<file path="config.mk">
export PLATFORM = sky130hd
export DESIGN_NAME = mcif_rr_arb5_ctrl
export DESIGN_NICKNAME = d
export VERILOG_FILES = /design/src/rtl/mcif_rr_arb5_pkg.sv /design/src/rtl/mcif_rr_arb5_pick.sv /design/src/rtl/mcif_rr_arb5_ctrl.sv
export SDC_FILE = /design/constraint.sdc
export NUM_CORES = 1
export LEC_CHECK = 0
export BUFFER_PORTS_ARGS = -buffer_cell sky130_fd_sc_hd__buf_2
export CAP_MARGIN = 10
export CORE_ASPECT_RATIO = 1.1
export CORE_MARGIN = 2
export CORE_UTILIZATION = 45
export DETAILED_ROUTE_END_ITERATION = 16
export GPL_TIMING_DRIVEN = 0
export PLACE_DENSITY = 0.67
export REMOVE_ABC_BUFFERS = 1
export SETUP_SLACK_MARGIN = 0.2
export SYNTH_ARGS = -nofsm -noshare
export SYNTH_HDL_FRONTEND = slang
export SYNTH_SLANG_ARGS = --single-unit
</file>
<file path="constraint.sdc">
create_clock -name clk -period 13.1 [get_ports clk]
set_clock_uncertainty 0.15 [all_clocks]
set_input_delay 1.965 -clock clk [delete_from_list [all_inputs] [get_ports clk]]
set_output_delay 1.965 -clock clk [all_outputs]
set_load 0.03 [all_outputs]
</file>
<file path="src/rtl/mcif_rr_arb5_pkg.sv">
// Shared constants and types for the 5-client MCIF round-robin arbiter.
package mcif_rr_arb5_pkg;

    localparam int unsigned NumClients = 5;
    localparam int unsigned IdW        = 3;

    // After reset the last granted id is the highest one, so client 0 wins first.
    localparam logic [IdW-1:0] LastIdRst = 3'd4;

    typedef enum logic [1:0] {
        StIdle = 2'd0,
        StArb  = 2'd1,
        StCmd  = 2'd2,
        StXfer = 2'd3
    } arb_state_e;

endpackage

</file>
<file path="src/rtl/mcif_rr_arb5_pick.sv">
// Combinational rotate-priority picker: first requester after last_id, wrapping 4->0,
// ending at last_id itself. A corrupted last_id (5..7) is treated as 4.
module mcif_rr_pick5
    import mcif_rr_arb5_pkg::*;
(
    input  logic [IdW-1:0]        last_id,
    input  logic [NumClients-1:0] req,
    output logic [IdW-1:0]        nxt_id
);

    logic [IdW-1:0] base;
    logic [IdW-1:0] idx;
    logic           found;

    // Scan the clients in rotated order starting just after the last grant.
    always_comb begin
        base   = (last_id >= IdW'(NumClients)) ? IdW'(NumClients - 1) : last_id;
        nxt_id = base;
        idx    = base;
        found  = 1'b0;
        for (int unsigned k = 1; k <= NumClients; k++) begin
            idx = IdW'((32'(base) + k) % NumClients);
            if (!found && req[idx]) begin
                nxt_id = idx;
                found  = 1'b1;
            end
        end
    end

endmodule

</file>
<file path="src/rtl/mcif_rr_arb5_ctrl.sv">
// Round-robin arbiter/sequencer sharing the MCIF command port among 5 clients.
// Optional watchdog enabled by defining MCIF_ARB_WDOG_EN; without it wdog_err is 0
// and the FSM waits indefinitely for cmd_rdy / beat_vld.
module mcif_rr_arb5_ctrl
    import mcif_rr_arb5_pkg::*;
#(
    parameter int unsigned LEN_W    = 4,
    parameter int unsigned WDOG_CYC = 64
) (
    input  logic                        clk,
    input  logic                        rst_n,
    input  logic [NumClients-1:0]       arb_req,
    input  logic [NumClients*LEN_W-1:0] arb_len,
    input  logic                        cmd_rdy,
    input  logic                        beat_vld,
    output logic                        cmd_vld,
    output logic [IdW-1:0]              cmd_id,
    output logic [LEN_W-1:0]            cmd_len,
    output logic [NumClients-1:0]       arb_gnt,
    output logic                        arb_busy,
    output logic                        wdog_err
);

    arb_state_e       state;
    logic [IdW-1:0]   last_id;
    logic [IdW-1:0]   nxt_id;
    logic [LEN_W-1:0] beat_cnt;
    logic [LEN_W-1:0] len_arr [NumClients];

    mcif_rr_pick5 u_pick (
        .last_id (last_id),
        .req     (arb_req),
        .nxt_id  (nxt_id)
    );

    // Unpack the flat per-client length bus so it can be indexed by client id.
    always_comb begin
        for (int unsigned i = 0; i < NumClients; i++) begin
            len_arr[i] = arb_len[i*LEN_W +: LEN_W];
        end
    end

`ifdef MCIF_ARB_WDOG_EN
    localparam int unsigned WdogW = (WDOG_CYC > 1) ? $clog2(WDOG_CYC) : 1;

    logic [WdogW-1:0] wdog_cnt;
    logic             wdog_fire;

    // Fires on the stalled cycle that would bring the idle count up to WDOG_CYC.
    always_comb begin
        wdog_fire = 1'b0;
        if ((state == StCmd && !cmd_rdy) || (state == StXfer && !beat_vld)) begin
            wdog_fire = (wdog_cnt == WdogW'(WDOG_CYC - 1));
        end
    end

    // Idle-cycle counter: cleared on CMD entry and on any progress, sticky error flag.
    always_ff @(posedge clk or negedge rst_n) begin
        if (!rst_n) begin
            wdog_cnt <= '0;
            wdog_err <= 1'b0;
        end else if (state == StArb) begin
            wdog_cnt <= '0;
        end else if ((state == StCmd && cmd_rdy) || (state == StXfer && beat_vld)) begin
            wdog_cnt <= '0;
        end else if (state == StCmd || state == StXfer) begin
            if (wdog_fire) begin
                wdog_cnt <= '0;
                wdog_err <= 1'b1;
            end else begin
                wdog_cnt <= wdog_cnt + WdogW'(1);
            end
        end
    end
`else
    logic wdog_fire;

    // No watchdog: never fires. The parameter is referenced so it is consumed in both builds.
    assign wdog_fire = 1'b0 & (WDOG_CYC != 0);
    assign wdog_err  = 1'b0;
`endif

    // Main FSM with registered outputs; a watchdog timeout overrides the normal transition.
    always_ff @(posedge clk or negedge rst_n) begin
        if (!rst_n) begin
            state    <= StIdle;
            last_id  <= LastIdRst;
            beat_cnt <= '0;
            cmd_vld  <= 1'b0;
            cmd_id   <= '0;
            cmd_len  <= '0;
            arb_gnt  <= '0;
            arb_busy <= 1'b0;
        end else begin
            unique case (state)
                StIdle: begin
                    if (|arb_req) begin
                        state    <= StArb;
                        arb_busy <= 1'b1;
                    end
                end
                StArb: begin
                    if (|arb_req) begin
                        cmd_id   <= nxt_id;
                        cmd_len  <= len_arr[nxt_id];
                        arb_gnt  <= NumClients'(1) << nxt_id;
                        last_id  <= nxt_id;
                        cmd_vld  <= 1'b1;
                        state    <= StCmd;
                    end else begin
                        // Requests vanished: no grant, last_id keeps its value.
                        state    <= StIdle;
                        arb_busy <= 1'b0;
                    end
                end
                StCmd: begin
                    if (cmd_rdy) begin
                        cmd_vld  <= 1'b0;
                        beat_cnt <= '0;
                        state    <= StXfer;
                    end
                end
                StXfer: begin
                    if (beat_vld) begin
                        if (beat_cnt == cmd_len) begin
                            arb_gnt <= '0;
                            if (|arb_req) begin
                                state <= StArb;
                            end else begin
                                state    <= StIdle;
                                arb_busy <= 1'b0;
                            end
                        end else begin
                            beat_cnt <= beat_cnt + LEN_W'(1);
                        end
                    end
                end
                default: begin
                    state    <= StIdle;
                    cmd_vld  <= 1'b0;
                    arb_gnt  <= '0;
                    arb_busy <= 1'b0;
                end
            endcase

            if (wdog_fire) begin
                state    <= StIdle;
                cmd_vld  <= 1'b0;
                arb_gnt  <= '0;
                arb_busy <= 1'b0;
            end
        end
    end

endmodule

</file>
### Word level (Yosys, flattened, before mapping)

Index checks and enable logic that the tools add are counted.

| operators by class | value |
|---|---|
| add/sub/neg operators | 6 |
| div/mod/pow operators | 5 |
| $lt $le $gt $ge | 7 |
| eq/ne operators | 10 |
| shift operators | 1 |
| multiplexer cells | 45 |
| bitwise operators | 1 |
| reductions and logical operators | 20 |

Operators with widths:

| cell | number |
|---|---|
| remainder unit 32 x 3 -> 32 bit (second input constant) | 5 |
| < comparator 3 x 4 -> 1 bit (second input constant) | 5 |
| two-way mux 4 bit | 5 |
| two-way mux 3 bit | 6 |
| AND reduction 4 bit | 4 |
| binary-select mux 1 bit (select 3 bit) | 5 |
| two-way mux 1 bit | 15 |
| two-way mux 5 bit | 3 |
| binary-select mux 4 bit (select 3 bit) | 1 |
| != test 2 bit (second input constant) | 6 |
| two-way mux 2 bit | 5 |
| case mux 5 bit (2 select lines) | 1 |
| adder 3 x 2 -> 4 bit (second input constant) | 2 |
| adder 3 x 3 -> 4 bit (second input constant) | 2 |
| case mux 2 bit (4 select lines) | 1 |
| case mux 4 bit (2 select lines) | 1 |
| nonzero test 2 bit | 3 |
| OR reduction 5 bit | 1 |
| << shifter 1 x 3 -> 5 bit (first input constant) | 1 |
| adder 3 x 1 -> 4 bit (second input constant) | 1 |
| adder 4 x 1 -> 4 bit (second input constant) | 1 |
| == test 2 bit (second input constant) | 2 |
| == test 4 bit | 1 |
| greater-or-equal comparator 4 bit (second input constant) | 1 |
| other kinds (11) | 17 |

| word-level totals | value |
|---|---|
| register bits | 23 |
| bits of input ports | 29 |
| word-level logic and storage cells | 103 |

### Logic depth before layout (Yosys ltp)

Gate-level depths: netlist of run 1.

| logic depth | value |
|---|---|
| word-level depth | 23 |
| depth in mapped cells | 21 |
| depth with buffers taken out | 17 |

### Cells and area by module

Synthesis of run 1 repeated with hierarchy kept, for this count alone.

| unflattened totals | value |
|---|---|
| cell total of the unflattened synthesis | 279 |
| area, all modules | 2,327.2 um^2 |

Modules (own cells, without submodules):

| module | instances | cells each | area an instance (um^2) | seq. area each (um^2) |
|---|---|---|---|---|
| mcif_rr_arb5_ctrl | 1 | 127 | 1,252.5 | 526.8 |
| mcif_rr_pick5 | 1 | 152 | 1,074.8 | 0.0 |

### Least setup slack after synthesis of run 1

Ideal clock, no wire load.

| path | value |
|---|---|
| path type | reg-to-reg |
| start | register last_id[2] |
| end | register cmd_len[3] |
| arrival | 4.270 ns |
| setup slack | 8.608 ns |
| cell stages (with the launch flop) | 22 |
| buffers on the path | 4 |
| path through | dfstp_2 buf_4 buf_4 nand2b_1 inv_1 ha_1 buf_2 xor2_1 ha_1 inv_1 ha_1 o21a_1 o22ai_1 o21ai_1 a21oi_1 or4_4 a211oi_2 o21bai_4 buf_12 mux2i_1 a22o_1 nor2_1 |

| on the way | value |
|---|---|
| word-level cells in the longest chain between the ends | 23 |

RTL lines:

| item | RTL line | RTL |
|---|---|---|
| start: declaration | mcif_rr_arb5_ctrl.sv:25 | `logic [IdW-1:0] last_id;` |
| start signal: assignment | mcif_rr_arb5_ctrl.sv:87 | `last_id <= LastIdRst;` |
| start signal: assignment | mcif_rr_arb5_ctrl.sv:107 | `last_id <= nxt_id;` |
| greater-or-equal comparator 3 bit | mcif_rr_arb5_pick.sv:17 | `base = (last_id >= IdW'(NumClients)) ? IdW'(NumClients - 1) : last_id;` |
| two-way mux 3 bit (*) | mcif_rr_arb5_pick.sv:17 |  |
| adder 3 x 1 -> 4 bit | mcif_rr_arb5_pick.sv:22 | `idx = IdW'((32'(base) + k) % NumClients);` |
| remainder unit 32 x 3 -> 32 bit | mcif_rr_arb5_pick.sv:22 |  |
| binary-select mux 1 bit (select 3 bit) | mcif_rr_arb5_pick.sv:23 | `if (!found && req[idx]) begin` |
| two-way mux 1 bit (not written as such) | mcif_rr_arb5_pick.sv:23 |  |
| two-way mux 1 bit | mcif_rr_arb5_pick.sv:23 |  |
| logical NOT 1 bit | mcif_rr_arb5_pick.sv:23 |  |
| (+6 left out) | n/a |  |
| logical AND 1 bit | mcif_rr_arb5_pick.sv:23 |  |
| two-way mux 1 bit | mcif_rr_arb5_pick.sv:23 |  |
| logical NOT 1 bit | mcif_rr_arb5_pick.sv:23 |  |
| logical AND 1 bit | mcif_rr_arb5_pick.sv:23 |  |
| two-way mux 3 bit (*) | mcif_rr_arb5_pick.sv:23 |  |
| inverter 3 -> 4 bit (not written as such) (*) | mcif_rr_arb5_ctrl.sv:105 | `cmd_len <= len_arr[nxt_id];` |
| binary-select mux 4 bit (select 3 bit) (*) | mcif_rr_arb5_ctrl.sv:105 |  |
| two-way mux 4 bit (not written as such) (*) (2 in series) | mcif_rr_arb5_ctrl.sv:105 |  |
| end signal: assignment | mcif_rr_arb5_ctrl.sv:105 |  |
| end: declaration | mcif_rr_arb5_ctrl.sv:18 | `output logic [LEN_W-1:0] cmd_len,` |

Mark *: on every way between the ends. The rest lies on a longest branch, timed or not. The select of a mux whose other input is x is not followed.
A chain may end at the register's enable or synchronous reset.

### Worst setup path in the final report of run 1

| path | value |
|---|---|
| start | register last_id[2] |
| end | register cmd_len[2] |

Same word-level chain as after synthesis.

==> results of run 1 <==
==> state kept, by name, indices dropped and copies added (netlist names), named ones only <==
name and count:
cmd_len 4, cmd_vld 1, state 1, arb_busy 1
beat_cnt 4, last_id 1, arb_gnt 5, cmd_id 3
==> worst paths after layout <==
kind                                         from                       to  slack, ns  cells after the start
setup / recovery           last_id[2]$_DFFE_PN1P_   cmd_len[2]$_DFFE_PN0P_       8.04                     17
hold / removal             arb_gnt[4]$_DFFE_PN0P_   arb_gnt[4]$_DFFE_PN0P_       0.32                      2
setup reg to reg           last_id[2]$_DFFE_PN1P_   cmd_len[2]$_DFFE_PN0P_       8.04                     17
hold reg to reg            arb_gnt[4]$_DFFE_PN0P_   arb_gnt[4]$_DFFE_PN0P_       0.32                      2
max in group asynchronous                   rst_n   last_id[2]$_DFFE_PN1P_      10.96                      1
min in group asynchronous                   rst_n  beat_cnt[2]$_DFFE_PN0P_       1.50                      1
==> stage by stage <==
step | total power, µW | setup slack (ns)
after floorplan | 511 | 8.65
after global placement | 608 | 8.13
after detailed placement | 616 | 8.07
after CTS | 661 | 8.05
after global routing | 720 | 7.61
final | 661 | 8.04
==> final cells by class <==
type / instances / area (µm²) / share of cell area, %
clock buffers: 3 / 41.3 / 1.67
multi-input cells: 220 / 1560 / 63.0
well taps: 58 / 72.6 / 2.94
inverters: 15 / 56.3 / 2.28
flip-flops and latches: 21 / 527 / 21.3
repair buffers: 42 / 210 / 8.51
clock inverters: 1 / 7.51 / 0.304
==> Yosys cell counts, types with 3 or more instances <==
| library cell | number | area share, % |
|---|---|---|
| a21oi_1 | 13 | 2.9 |
| mux2_2 | 3 | 1.5 |
| buf_4 | 6 | 2.0 |
| o31ai_1 | 3 | 1.0 |
| o2bb2ai_1 | 3 | 1.2 |
| inv_1 | 14 | 2.3 |
| buf_2 | 3 | 0.67 |
| o22ai_1 | 7 | 1.9 |
| mux2i_1 | 12 | 5.3 |
| nor2_1 | 22 | 3.7 |
| clkbuf_1 | 6 | 1.0 |
| nand3_1 | 5 | 1.1 |
| nand2b_1 | 10 | 2.8 |
| dfrtp_1 | 20 | 22 |
| xor2_1 | 4 | 1.6 |
| nor3_1 | 9 | 2.0 |
| a22o_1 | 7 | 2.7 |
| nand4_1 | 3 | 0.83 |
| or3_1 | 3 | 0.83 |
| a31oi_1 | 3 | 0.83 |
| o21ai_0 | 14 | 3.1 |
| nand2_1 | 25 | 4.2 |
| o21a_1 | 3 | 1.0 |
| xnor2_1 | 4 | 1.6 |
| ha_1 | 12 | 6.7 |
| o211ai_1 | 4 | 1.3 |
==> power groups by stage <==
stage | clock (µW) | combinational, µW | sequential (µW)
floorplan | 0 | 345 | 166
global placement | 0 | 462 | 146
detailed placement | 0 | 468 | 147
CTS | 44.2 | 470 | 146
global route | 46.9 | 520 | 153
finish | 43.3 | 471 | 146
==> logic make-up after synthesis <==
| logic type | Yosys count | synth area share, % |
|---|---|---|
| flip-flops | 21 | 23.4 |
| buffers and inverters | 33 | 7.71 |
| AO/OA/AOI/OAI | 88 | 29.4 |
| other | 1 | 0.166 |
| AND/OR/NAND/NOR | 95 | 21.8 |
| XOR/XNOR | 8 | 3.11 |
| multiplexers | 16 | 7.82 |
| adder cells (fa/ha/maj) | 12 | 6.66 |
==> routing by layer <==
layer  GRT usage [%]  vias up
met5               0        -
met4            2.26        0
met3            2.31        2
met2            32.3       40
met1            26.4      978
li1                -     1066
==> worst max-delay path: cells and delay by family, from the launching register on <==
kind	cells	cell delay, ns
AO/OA/AOI/OAI	7	1.25
AND/OR/NAND/NOR	3	0.95
flip-flops	1	0.91
adder cells (fa/ha/maj)	3	0.90
XOR/XNOR	1	0.36
buffers and inverters	2	0.27
multiplexers	1	0.16
==> results.toml, run 1 <==
[power_and_ir_drop]
p_int_uw = 312
clkPwrFrac_pct = 6.6
power.switching_uw = 349
p_sw_share_pct = 52.8
p_seq_share_pct = 22.1
pwr-share-comb_pct = 71.3
powerDensity_mw_per_mm2 = 268
p_leak_uw = 0.00110
ir_drop_uv = 146

[sta]
post-route-period-util_pct = 38.6
tightest_slew_ns = 0.664
finalMaxSlewViolations = 0
setup_tns_ns = 0
rsz0062_at_grt = "false"
hold-worst-slack_ns = 0.322
finalSetupViolations = 0
max_freq_ghz = 0.198
maxSlewHeadroom_pct = 55.8
hold_violations = 0
fin_crit_ns = 5.06

[status]
status = "completed"

[finish]
final_cell_mix = "buf_2 (42), nand2_1 (25), nor2_1 (22), dfrtp_1 (20)"
layout_commonest_cell = "buf_2"
nets = 344
drive_above_1_share_pct = 22.5
antenna_cells = 0
finalInstanceArea_mm2 = 0.00247
fin_cells = 360
n_fill_cell = 494
utilization_pct = 50.1
syn_to_final_growth_pct = 9.48

[floorplanning]
rows = 27
io_pins = 44
core_mm2 = 0.00493
die_area_mm2 = 0.00560
initial_utilization_pct = 45.7
die_w_um = 71.5
die_h_um = 78.3

[global_routing]
first_global_vias = 1911
overflow = 0
grt_max_degree = 32
gr-usage-all-layers_pct = 19.0
antenna_found_initial = 0
grt_pass1_wl_mm = 8.87

[drt]
highest_layer = "met4"
drt_pre_antenna_iters = 4
route.met2.wl_mm = 2.62
wl_per_cell_um = 14.8
wl_met3_um = 165
ant_nets = 0
drc = 0
num_vias = 2086
drt_wl_total_mm = 5.31
vias_per_cell = 5.79
first_iter_violations = 70
wl_met1_mm = 2.51

[worst_setup_path]
arrival_ns = 5.11
path_common_cell = "ha_1"
critPathKind = "register to register"
cp_cell_sequence = "nand2b_1 > inv_1 > ha_1 > xor2_1 > ha_1 > inv_1 > ha_1 > o21a_1 > o22ai_1 > o21ai_1 > a21oi_1 > or4_4 > a211oi_2 > o21bai_4 > mux2i_1 > a22o_1 > nor2_1"
crit_fanout = 31
slowest_delay_ns = 0.91
crit_slowest_cell = "dfstp_2"
startpoint_type = "register"
required_ns = 13.14
crit_path_end_kind = "register"

[min_path]
hp-class = "register to register"

[clock_network]
post_cts_buffers = 0
cts_made_buffers = 3
clock-root-buffer = "clkbuf_8"
cts_sinks = 21
htree_levels = 1
ctsResizeCount = 0
clock_latency_ns = 0.26
cts_tree = "yes"
ctsHoldBuffers = 0
clk_pin_slew_ns = 0.08
clockBufferDepth = 2

[yosys]
ys_warn_count = 0
seq_area_frac_synth_pct = 23.3
ys_ff_latch = 21
synthFlopType = "dfrtp_1"
synth_area_per_cell_um2 = 8.23
async_flop_share_pct = 100
netlist_instances = 274
ys_types = 68
syn_area_mm2 = 0.00226
synth_edf_count = 0

[placement]
gp_congestion = 0.858
dpl.cell_count = 356
place_area_mm2 = 0.00242
port_buffers = 42
dp_hpwl_mm = 3.95

[flow_run]
cap_violations = 0
No activity file was read; power rests on OpenSTA's default activity.
==> run 2, diff against run 1 <==
==> constraint.sdc (replaced) <==
create_clock -name clk -period 4.8 [get_ports clk]
set_clock_uncertainty 0.15 [all_clocks]
set_input_delay 0.72 -clock clk [delete_from_list [all_inputs] [get_ports clk]]
set_output_delay 0.72 -clock clk [all_outputs]
set_load 0.03 [all_outputs]
==> results.toml, run 2 (synthesized netlist as in run 1, its figures left out) <==
[status]
status = "completed"

[finish]
utilization_pct = 52.6
drive_above_1_share_pct = 26.8
top_regs = "arb_gnt x5, beat_cnt x4, cmd_len x4"
syn_to_final_growth_pct = 15.0
top_register = "arb_gnt"
largest_register_ffs = 5
final_cell_mix = "buf_2 (42), nand2_1 (25), nor2_1 (22), dfrtp_1 (18), o21ai_0 (14)"
nets = 352
layout_commonest_cell = "buf_2"
fin_cells = 368
antenna_cells = 0

[clock_network]
cts_tree = "yes"
clock_latency_ns = 0.26
htree_levels = 1
cts_made_buffers = 3
cts_sinks = 21
clock-root-buffer = "clkbuf_8"
clockBufferDepth = 2
ctsHoldBuffers = 0
clk_pin_slew_ns = 0.08

[worst_setup_path]
reg2reg_slack_ns = 0.52
required_ns = 4.84
worstSetupStartpoint = "last_id[2]$_DFFE_PN1P_"
worstRegToRegCells = 17
startpoint_type = "register"
r2r_start = "last_id[2]$_DFFE_PN1P_"
critPathKind = "register to register"
crit_path_end_kind = "register"
crit_fanout = 12
arrival_ns = 4.33

[placement]
port_buffers = 42
place_ws_ns = -0.232
dp_hpwl_mm = 3.95
gp_congestion = 0.858
dpl.cell_count = 356

[drt]
wl_per_cell_um = 15.1
drc = 0
vias_per_cell = 5.83
ant_nets = 0
drt_pre_antenna_iters = 5
highest_layer = "met4"
route.met2.wl_mm = 2.72
num_vias = 2147
wl_met3_um = 162
first_iter_violations = 77
drt_wl_total_mm = 5.54
wl_met1_mm = 2.65

[floorplanning]
rows = 27
initial_utilization_pct = 45.7
die_w_um = 71.5
io_pins = 44
die_h_um = 78.3
core_mm2 = 0.00493
die_area_mm2 = 0.00560

[sta]
fin_crit_ns = 4.28
worst_slack_ns = 0.517
finalMaxSlewViolations = 0
hold-worst-slack_ns = 0.249
maxSlewHeadroom_pct = 59.2
finalSetupViolations = 0
rsz0062_at_grt = "false"
hold_violations = 0
max_freq_ghz = 0.234
setup_tns_ns = 0
tightest_slew_ns = 0.607
post-route-period-util_pct = 89.2

[power_and_ir_drop]
ir_drop_uv = 403
p_leak_uw = 0.00114
powerDensity_mw_per_mm2 = 744

[min_path]
hp-class = "primary input to asynchronous set/reset pin"

[global_routing]
grt_max_degree = 22
antenna_found_initial = 0
grt_pass1_wl_mm = 9.03
gr-usage-all-layers_pct = 19.4
overflow = 0
first_global_vias = 1930

[flow_run]
cap_violations = 0
## run 2: cell types whose count changed in the layout (fill, tap and decap cells not counted), sizes merged
cell / delta
buf: +8
inv: -1
clkinvlp: +1
## run 2: routing by layer
layer  GRT usage (%)  up-vias
li1                -     1079
met3            2.31        2
met5               0        -
met1            27.4     1026
met4            2.26        0
met2            32.6       40
## run 2: stage by stage
| step | area (µm²) | total power, µW |
|---|---|---|
| 3_3_place_gp | 2420 | 1660 |
| 3_5_place_dp | 2420 | 1680 |
| 2_1_floorplan | 2140 | 1390 |
| 4_1_cts | 2500 | 1830 |
| 5_1_grt | 2590 | 2090 |
| 6_report | 2590 | 1930 |
## run 2: cell type report
type | instances | area [µm²]
Multi-Input combinational cell | 220 | 1600
Clock buffer | 3 | 41.3
Inverter | 15 | 62.6
Clock inverter | 1 | 7.51
Sequential cell | 21 | 533
Fill cell | 475 | 2340
Timing Repair Buffer | 50 | 274
Tap cell | 58 | 72.6
## run 2: final timing paths
| check | end |
|---|---|
| hold reg to reg | arb_gnt[4]$_DFFE_PN0P_ |
| min in group clk | arb_gnt[4]$_DFFE_PN0P_ |
| setup reg to reg | cmd_len[2]$_DFFE_PN0P_ |
| hold / removal | beat_cnt[2]$_DFFE_PN0P_ |
| max in group asynchronous | cmd_id[1]$_DFFE_PN0P_ |
| setup / recovery | cmd_len[2]$_DFFE_PN0P_ |
## run 2: critical path, cell delays in order (launching register included)
cell,delay [ns]
dfstp_4,0.70
nand2b_4,0.21
clkinvlp_4,0.14
ha_4,0.22
xor2_2,0.26
ha_1,0.18
inv_1,0.04
ha_1,0.30
o21a_1,0.12
o22ai_1,0.07
o21ai_1,0.12
a21oi_1,0.15
or4_4,0.54
a211oi_4,0.30
o21bai_4,0.20
mux2i_1,0.16
a22o_1,0.25
nor2_1,0.10
## run 2: repair_timing
| item | 4_1_cts | 5_1_grt |
|---|---|---|
| setup endpoints to repair | 12 | 8 |
| buffers inserted | 1 | 7 |
| gates resized for setup | 7 | 7 |
| pin swaps | 0 | 1 |
## run 2: power by group
group,internal (µW),switching [µW],total (µW),leakage (µW)
combinational,615,816,1430,0.000863
sequential,260,123,383,0.000252
clock,58.6,59.7,118,0.0000217
total,933,998,1930,0.00114
